`src/rtl/matmul_result_writer_pkg.sv`:
```
// ---------------------------------------------------------------------------
// matmul_result_writer_pkg : shared FSM encoding and dimension helpers
// Revision: 1.0
// ---------------------------------------------------------------------------
`default_nettype none

package matmul_result_writer_pkg;

  typedef enum logic [1:0] {
    IDLE     = 2'd0,
    WRITE    = 2'd1,
    DONE     = 2'd2,
    WAIT_CLR = 2'd3
  } wr_state_e;

  // Largest square matrix whose operand row fits in one bus word.
  function automatic int calc_max_dim(input int bus_w, input int data_w);
    return bus_w / data_w;
  endfunction

  function automatic int calc_addr_w(input int max_dim);
    int w;
    w = $clog2(max_dim * max_dim);
    return (w < 1) ? 1 : w;
  endfunction

endpackage

`default_nettype wire

```
`src/rtl/matmul_result_writer.sv`:
```
// ---------------------------------------------------------------------------
// matmul_result_writer : captures a result matrix and streams it out row-major
// Revision: 1.0
// ---------------------------------------------------------------------------
`default_nettype none

module matmul_result_writer
  import matmul_result_writer_pkg::*;
#(
  parameter int DATA_WIDTH = 8,
  parameter int BUS_WIDTH  = 16,
  localparam int MAX_DIM   = calc_max_dim(BUS_WIDTH, DATA_WIDTH),
  localparam int ADDR_W    = calc_addr_w(MAX_DIM),
  localparam int N_ELEM    = MAX_DIM * MAX_DIM
) (
  input  logic                         clk_i,
  input  logic                         rst_i,
  input  logic                         finish_mul_i,
  input  logic [N_ELEM*BUS_WIDTH-1:0]  c_matrix_i,
  input  logic [N_ELEM-1:0]            flags_i,
  input  logic [1:0]                   n_dim_i,
  input  logic [1:0]                   m_dim_i,
  output logic                         wr_valid_o,
  input  logic                         wr_ready_i,
  output logic [ADDR_W-1:0]            wr_addr_o,
  output logic [BUS_WIDTH-1:0]         wr_data_o,
  output logic [N_ELEM-1:0]            flags_o,
  output logic                         busy_o,
  output logic                         finish_write_o
);

  wr_state_e                    state_q, state_d;
  logic [N_ELEM*BUS_WIDTH-1:0]  c_q, c_d;
  logic [N_ELEM-1:0]            flags_q, flags_d;
  logic [1:0]                   n_q, n_d, m_q, m_d;
  logic [1:0]                   row_q, row_d, col_q, col_d;

  logic [1:0]                   n_sat, m_sat;
  logic [N_ELEM-1:0]            flags_mask;
  logic [BUS_WIDTH-1:0]         elem [N_ELEM];
  logic [ADDR_W-1:0]            addr;
  logic                         hs, last;

  always_comb begin
    n_sat = (int'(n_dim_i) > MAX_DIM - 1) ? 2'(MAX_DIM - 1) : n_dim_i;
    m_sat = (int'(m_dim_i) > MAX_DIM - 1) ? 2'(MAX_DIM - 1) : m_dim_i;
    // Flag layout is column-major (r + c*MAX_DIM), unlike the data vector.
    flags_mask = '0;
    for (int r = 0; r < MAX_DIM; r++) begin
      for (int c = 0; c < MAX_DIM; c++) begin
        flags_mask[r + c*MAX_DIM] = flags_i[r + c*MAX_DIM]
                                    && (r <= int'(n_sat)) && (c <= int'(m_sat));
      end
    end
  end

  always_comb begin
    for (int k = 0; k < N_ELEM; k++) begin
      elem[k] = c_q[k*BUS_WIDTH +: BUS_WIDTH];
    end
    addr = ADDR_W'(int'(row_q) * MAX_DIM + int'(col_q));
    hs   = (state_q == WRITE) && wr_ready_i;
    last = (row_q == n_q) && (col_q == m_q);
  end

  always_comb begin
    state_d = state_q;
    c_d     = c_q;
    flags_d = flags_q;
    n_d     = n_q;
    m_d     = m_q;
    row_d   = row_q;
    col_d   = col_q;
    case (state_q)
      IDLE: begin
        if (finish_mul_i) begin
          state_d = WRITE;
          c_d     = c_matrix_i;
          flags_d = flags_mask;
          n_d     = n_sat;
          m_d     = m_sat;
          row_d   = '0;
          col_d   = '0;
        end
      end
      WRITE: begin
        if (hs) begin
          if (last) begin
            state_d = DONE;
          end else if (col_q == m_q) begin
            col_d = '0;
            row_d = row_q + 2'd1;
          end else begin
            col_d = col_q + 2'd1;
          end
        end
      end
      DONE:     state_d = WAIT_CLR;
      WAIT_CLR: if (!finish_mul_i) state_d = IDLE;
      default:  state_d = IDLE;
    endcase
  end

  always_ff @(posedge clk_i or posedge rst_i) begin
    if (rst_i) begin
      state_q <= IDLE;
      c_q     <= '0;
      flags_q <= '0;
      n_q     <= '0;
      m_q     <= '0;
      row_q   <= '0;
      col_q   <= '0;
    end else begin
      state_q <= state_d;
      c_q     <= c_d;
      flags_q <= flags_d;
      n_q     <= n_d;
      m_q     <= m_d;
      row_q   <= row_d;
      col_q   <= col_d;
    end
  end

  // Outputs decode registered state only, so reset clears them at once.
  always_comb begin
    wr_valid_o     = (state_q == WRITE);
    wr_addr_o      = wr_valid_o ? addr : '0;
    wr_data_o      = wr_valid_o ? elem[addr] : '0;
    flags_o        = flags_q;
    busy_o         = (state_q != IDLE);
    finish_write_o = (state_q == DONE);
  end

endmodule

`default_nettype wire

```
`config.mk`:
```
export PLATFORM = sky130hd
export DESIGN_NAME = matmul_result_writer
export DESIGN_NICKNAME = d
export VERILOG_FILES = /design/src/rtl/matmul_result_writer_pkg.sv /design/src/rtl/matmul_result_writer.sv
export SDC_FILE = /design/constraint.sdc
export NUM_CORES = 1
export LEC_CHECK = 0
export CAP_MARGIN = 20
export CORE_MARGIN = 2
export CORE_UTILIZATION = 52
export DETAILED_ROUTE_END_ITERATION = 10
export PLACE_DENSITY = 0.91
export SYNTH_ARGS = -nofsm -noshare
export SYNTH_HDL_FRONTEND = slang
export SYNTH_SLANG_ARGS = --single-unit
```
`constraint.sdc`:
```
create_clock -name clk_i -period 7.4 [get_ports clk_i]
set_clock_uncertainty 0.2 [all_clocks]
set_input_delay 1.48 -clock clk_i [delete_from_list [all_inputs] [get_ports clk_i]]
set_output_delay 1.48 -clock clk_i [all_outputs]
set_load 0.01 [all_outputs]
```
==> summary.txt, run 1 <==
Timing
  – Least-Margin Pin Slew: 0.980 ns
  – Final period util: 0.601
  – Final Worst Setup Slack: 2.96 ns
  – Max-slew headroom: 0.347
  – Final hold vios: 0
  – RSZ-0062 raised after global routing: no
  – Minimum clock period: between 4 and 5 ns
  – Setup TNS: 0 ns
  – Setup violations, final: 0
  – Fin. max-slew vios: 0
  – Fmax: 225 MHz

Synthesis
  – Most common cell in the netlist: dfrtp_1
  – Post-synth EDFFs: 0
  – Yosys warns: 0
  – Avg Inst Size Synth: 14.5 um2
  – Yosys reg bits: just under 80
  – Top cell type's share of synthesized area: 0.523
  – Synth top cells by count: 78 x dfrtp_1, 68 x mux2_2, 20 x and2_1
  – Sequential share of the synthesized area: 0.523
  – Syn nets: 337
  – Unique cell type count in the Yosys netlist: 34
  – FFs w/ async S/R, synth: 1.00
  – Top cells by area, synth: dfrtp_1 52%, mux2_2 21%, mux4_1 11%, and2_1 3.4%, ha_1 1.3%
  – Synth Cell Area: between 3000 and 4000 um2
  – Main synth FF type: dfrtp_1
  – Mapped Cells: 257
  – Synth area leader: dfrtp_1

Finish
  – Number of fillers in the final layout: 476
  – Post-Layout Cell Count: around 460
  – Synth-to-layout area growth: 34.1%
  – Nets: 437
  – Layout cell share with drive strength beyond 1: 0.246
  – N_diodes: 0

CTS
  – Clock-pin slew of the registers on the worst-case setup and hold paths: 0.08 ns
  – CTS buffer count: 9
  – Root Buffer: clkbuf_8
  – Clk buf depth: 2
  – Post-cts sizing count: 0
  – Clock sink count: 78
  – # hold bufs at CTS: 0
  – H-tree depth: 3
  – CTS tree: yes
  – Clock latency on the worst-skew pair: 0.34 ns
  – Post-CTS setup buffer count: 0

Detailed routing
  – DR vias/cell: 5.27
  – Initial DRT Pass Iterations: 4
  – Via count: 2415
  – DRC viols: 0
  – Total Wirelength: around 7.5 mm
  – Detailed Route Iter0 Violations: 84
  – Avg WL per Cell: 16.4 um
  – ANT nets after route: 0

Global routing
  – First-pass GRT wire length: roughly 12 mm
  – Initial antenna violation count: 0
  – Vias in the first global route: 2546
  – Largest net degree at the start of global routing: 79
  – Total grt overflow: 0
  – GRT Total Usage: 0.201

Floorplan
  – Horiz. Die Dim: 88.7 um
  – I/O Pins: slightly above 100
  – Initial Utilization: 0.544
  – Die Footprint: 7870 um2
  – Core box area: 6870 um2
  – Num rows: 30
  – Die height: 88.7 um

Setup path
  – Worst-path maximum fanout: 17
  – Worst Setup Path Type: flip-flop to output pin
  – Critical Path Sink Type: output pin
  – Worst Setup SP: row_q[0]
  – Worst Path Arrival: about 2.8 ns
  – R2R Path Start: state_q[0]
  – Critical Path RT: 5.72 ns
  – Critical path launch point type: flip-flop

Placement
  – Detail Placement HPWL: 5.22 mm
  – Gpl congestion: between 0.7 and 0.8
  – Dpl ws: 3.31 ns
  – Port bufs: 100
  – Placed Instances: 442

Flow run
  – Max-cap violations: 0

Power
  – PwrDens: 390 nW/um2
  – Max IR drop VDD: 0.198 mV
  – P_leak: 2.10 nW

Min path
  – Worst Min Path Start: flags_o[3]
  – Hold/Removal Path Class: flip-flop to flip-flop

Outcome
  – Status: completed
## per-layer routing
layer / global-route usage / wire [um]
met5: 0 / 0
met4: 0.0551 / 95
met3: 0.0569 / 388
met2: 0.336 / 3750
met1: 0.259 / 3270
## where the power goes
group	internal, W	switching [W]
logic	0.000554	0.000334
registers	0.000637	0.000122
clock network	0.000155	0.000154
## kinds of logic (layout without fill, tap and decap cells)
logic type | after synthesis | in the layout | synth area share
flip-flops | 78 | 78 | 0.523
multiplexers | 86 | 86 | 0.323
adder cells (fa/ha/maj) | 4 | 4 | 0.0134
AND/OR/NAND/NOR | 48 | 48 | 0.0697
XOR/XNOR | 5 | 5 | 0.0168
buffers and inverters | 21 | 126 | 0.0245
AO/OA/AOI/OAI | 15 | 15 | 0.0298
## state kept, by name, indices dropped and copies added (netlist names)
signal   cells
col_q        2
flags_o      4
state_q      2
c_q         64
m_q          2
row_q        2
n_q          2
## worst max-delay path, cell delays in order (launching register included)
cell and delay [ns]:
dfrtp_1 0.52, xor2_4 0.61, mux4_1 0.63, and2_1 0.19, clkdlybuf4s50_1 0.48
## per-stage QoR
step                power, W  cell area [um2]  hold WS [ns]  utilization
floorplan            0.00136             3730         0.269            -
global placement     0.00162             4820         0.256        0.701
detailed placement   0.00166             4820         0.263        0.701
CTS                  0.00197             5010         0.283        0.729
global route         0.00209             5010         0.311        0.729
finish               0.00196             5010         0.281        0.729
## final cells by class
class | count | area, um2 | share of cell area
Multi-Input combinational cell | 158 | 1700 | 0.339
Clock inverter | 6 | 62.6 | 0.0125
Clock buffer | 10 | 128 | 0.0255
Inverter | 8 | 31.3 | 0.00625
Sequential cell | 78 | 1950 | 0.390
Tap cell | 96 | 120 | 0.0240
Timing Repair Buffer | 102 | 1020 | 0.203
## cell usage in the layout, fill, tap and decap left out, types with 2 or more instances in the layout
cell	synthesis	layout
mux2i_1	2	2
dfrtp_1	78	78
buf_4	1	2
clkinvlp_4	0	3
nand3_1	2	2
a21oi_1	2	2
a22o_1	2	2
xnor2_1	4	4
clkbuf_8	0	9
and2_1	20	20
mux2_2	68	68
mux4_1	16	16
nand2_1	10	9
ha_1	4	4
nand3b_1	2	2
nor2_1	6	6
inv_1	8	7
o21ai_0	2	2
a21o_1	2	2
nor2b_1	2	2
clkdlybuf4s50_1	0	100
clkinv_2	0	3
## worst paths after layout
check / end / slack (ns) / cells past startpoint
setup / recovery: wr_data_o[14] / 2.96 / 4
hold / removal: flags_o[3] / 0.28 / 2
setup reg to reg: row_q[0] / 4.77 / 6
hold reg to reg: flags_o[3] / 0.28 / 2
max in group asynchronous: c_q[44] / 4.80 / 3
min in group asynchronous: c_q[50] / 1.54 / 3
(Power assumes the default switching activity.)
==> run 2: changes to the inputs <==
Settings changed: CORE_UTILIZATION 52 to 44, PLACE_DENSITY 0.91 to 0.83.
Clock period 7.4 ns to 3.7 ns, I/O delays scaled along.
==> run 2 against run 1 <==
Effect of this change: non-clock buffer count grew 5; core utilization decreased by 11 points; sequential power grew 99%; total power is 110% higher; design area is 2.3% higher; die area rose by 17%; sequential share of layout area fell by 0.87 points; routed wire length increased by 4.1%; critical endpoint is now wr_data_o[12]; largest power group unchanged.
==> summary.txt, run 2 (synthesis results as in run 1) <==
Finish
  – Synth-to-layout area growth: 37.2%
  – Most frequent cells in the layout: 100 x clkdlybuf4s50_1, 78 x dfrtp_1, 68 x mux2_2
  – N_diodes: 0 (unchanged)
  – Max reg flops: 64 (unchanged)
  – Layout cell share with drive strength beyond 1: 0.256 (+0.0103)
  – Biggest register: c_q
  – Final instance area: 5120 um2 (+2.3%)
  – Most common cell after layout, fill and taps aside: clkdlybuf4s50_1
  – Number of fillers in the final layout: 608 (+28%)
  – Post-Layout Cell Count: 472 (+3.1%)
  – Nets: 442 (+1.1%)

Flow run
  – Max-cap violations: 0 (unchanged)

CTS
  – CTS buffer count: 9 (unchanged)
  – Post-cts sizing count: 0 (unchanged)
  – Clock latency on the worst-skew pair: 0.34 ns (about the same)
  – Clock sink count: 78 (unchanged)
  – # hold bufs at CTS: 0 (unchanged)
  – Post-CTS setup buffer count: 0 (unchanged)
  – Root Buffer: clkbuf_8
  – CTS tree: yes
  – Clock-pin slew of the registers on the worst-case setup and hold paths: 0.07 ns (about the same)
  – Clk buf depth: 2 (unchanged)
  – H-tree depth: 3 (unchanged)

Detailed routing
  – Initial DRT Pass Iterations: 4 (unchanged)
  – DR vias/cell: 5.22 (-0.92%)
  – ANT nets after route: 0 (unchanged)
  – Avg WL per Cell: 16.6 um (+1.1%)
  – DRC viols: 0 (unchanged)
  – Detailed Route Iter0 Violations: 121 (+44%)
  – Total Wirelength: 7.81 mm (+4.1%)
  – Via count: 2466 (+2.1%)

Power
  – Gate power share: 0.444 (-0.010)
  – P_leak: 2.15 nW (+2.6%)
  – Net Sw Frac: 0.301 (-0.0108)
  – Max IR drop VDD: 0.334 mV (+68%)
  – PwrDens: 803 nW/um2 (+110%)
  – P_int: 0.00288 W (+110%)
  – Seq pwr share: 0.367 (-0.021)
  – Clock group share of total power: 0.189 (+0.031)
  – P_sw: 0.00124 W (+100%)

Setup path
  – R2R Path Start: state_q[1]
  – Setup slack, reg-to-reg: 1.36 ns (-3.41 ns)
  – Worst-path maximum fanout: 9 (-8)
  – Worst Setup Path Type: flip-flop to output pin
  – Worst Reg-to-Reg Cells: 6 (unchanged)
  – Worst Path Arrival: 2.51 ns (-0.25 ns)
  – Critical Path RT: 2.76 ns (-2.96 ns)
  – R2r endpoint: row_q[0]
  – Critical Path Sink Type: output pin
  – Critical path launch point type: flip-flop

Timing
  – Least-Margin Pin Slew: 0.678 ns (-0.301 ns)
  – Minimum clock period: 3.45 ns
  – Setup violations, final: 0 (unchanged)
  – RSZ-0062 raised after global routing: no
  – Final hold vios: 0 (unchanged)
  – Final Worst Setup Slack: 0.250 ns (-2.71 ns)
  – Max-slew headroom: 0.547 (+0.200)
  – Fmax: 290 MHz
  – Fin. max-slew vios: 0 (unchanged)
  – Final period util: 0.932
  – Worst hold margin: 0.301 ns (+0.0201 ns)
  – Setup TNS: 0 ns (unchanged)

Floorplan
  – Initial Utilization: 0.454 (-0.0891)
  – Die height: 96.1 um (+8.3%)
  – Core box area: 8220 um2 (+20%)
  – Num rows: 33 (+10%)
  – I/O Pins: 101 (unchanged)
  – Horiz. Die Dim: 96.1 um (+8.3%)
  – Die Footprint: 9240 um2 (+17%)

Placement
  – Detail Placement HPWL: 5.75 mm (+10%)
  – Placed inst area: 4870 um2 (+1.2%)
  – Placed Instances: 456 (+3.2%)
  – Gpl congestion: 0.764 (-1.8%)
  – Dpl ws: 0.605 ns (-2.71 ns)
  – Port bufs: 100 (unchanged)

Global routing
  – First-pass GRT wire length: 12.9 mm (+7.6%)
  – Total grt overflow: 0 (unchanged)
  – Vias in the first global route: 2653 (+4.2%)
  – Met3 Use GR: 0.0572 (+0.000262)
  – Initial antenna violation count: 0 (unchanged)
  – Largest net degree at the start of global routing: 43 (-46%)
  – Met2 Usage GRT: 0.303 (-0.0332)
  – Busiest layer in global routing: met2
  – GRT Total Usage: 0.188 (-0.0133)
  – Met1 Usage GRT: 0.243 (-0.0165)

Min path
  – Hold path depth: 1 (-1)
  – Hold/Removal Path Class: flip-flop to flip-flop
  – Worst Min Path Start: c_q[13]
  – Hold endpoint: c_q[13]

Outcome
  – Status: completed
[run 2: final cells by class]
type,instances,area [um2],area share
clock buffer,11,141,0.0276
tap,105,131,0.0257
sequential,78,1950,0.381
clock inverter,5,106,0.0208
timing repair buffer,107,1070,0.208
multi-input combinational,158,1690,0.331
inverter,8,31.3,0.00611
[run 2: per-layer routing]
layer | part of all wire | routed length (um) | up-vias
li1 | - | - | 1155
met1 | 0.44 | 3440 | 1230
met2 | 0.48 | 3760 | 70
met3 | 0.062 | 486 | 11
met4 | 0.015 | 120 | 0
met5 | 0 | 0 | -
[run 2: critical path: stages (launching register included)]
cell             delay (ns)
dfrtp_1                0.51
xor2_4                 0.40
mux4_1                 0.60
and2_1                 0.18
clkdlybuf4s50_1        0.47
[run 2: worst max-delay path by stage]
stage / slack, ns / end / from / depth (start not counted)
after floorplan: 0.76 / c_q[0] / rst_i / 1
after global placement: 0.60 / wr_data_o[11] / row_q[0] / 4
after detailed placement: 0.60 / wr_data_o[12] / row_q[0] / 4
after CTS: 0.21 / wr_data_o[12] / row_q[0] / 4
after global routing: 0.12 / wr_data_o[11] / row_q[0] / 4
final: 0.25 / wr_data_o[12] / row_q[0] / 4
[run 2: through the flow]
| stage | power [W] | utilization |
|---|---|---|
| 4_1_cts | 0.00417 | 0.623 |
| 3_5_place_dp | 0.00338 | 0.593 |
| 5_1_grt | 0.00441 | 0.623 |
| 2_1_floorplan | 0.00272 | - |
| 6_report | 0.00411 | 0.623 |
| 3_3_place_gp | 0.00328 | 0.593 |
[run 2: power groups by stage]
stage / registers, W / clock network (W) / logic, W
2_1_floorplan: 0.00145 / 0 / 0.00127
6_report: 0.00151 / 0.000775 / 0.00183
3_5_place_dp: 0.00153 / 0 / 0.00184
3_3_place_gp: 0.00150 / 0 / 0.00179
4_1_cts: 0.00152 / 0.000799 / 0.00185
5_1_grt: 0.00157 / 0.000844 / 0.00200
==> run 3: changes to the inputs <==
Settings changed: ABC_AREA set to 0.
==> results of run 3 <==
Final layout, timing and power as in run 2 (identical DEF).
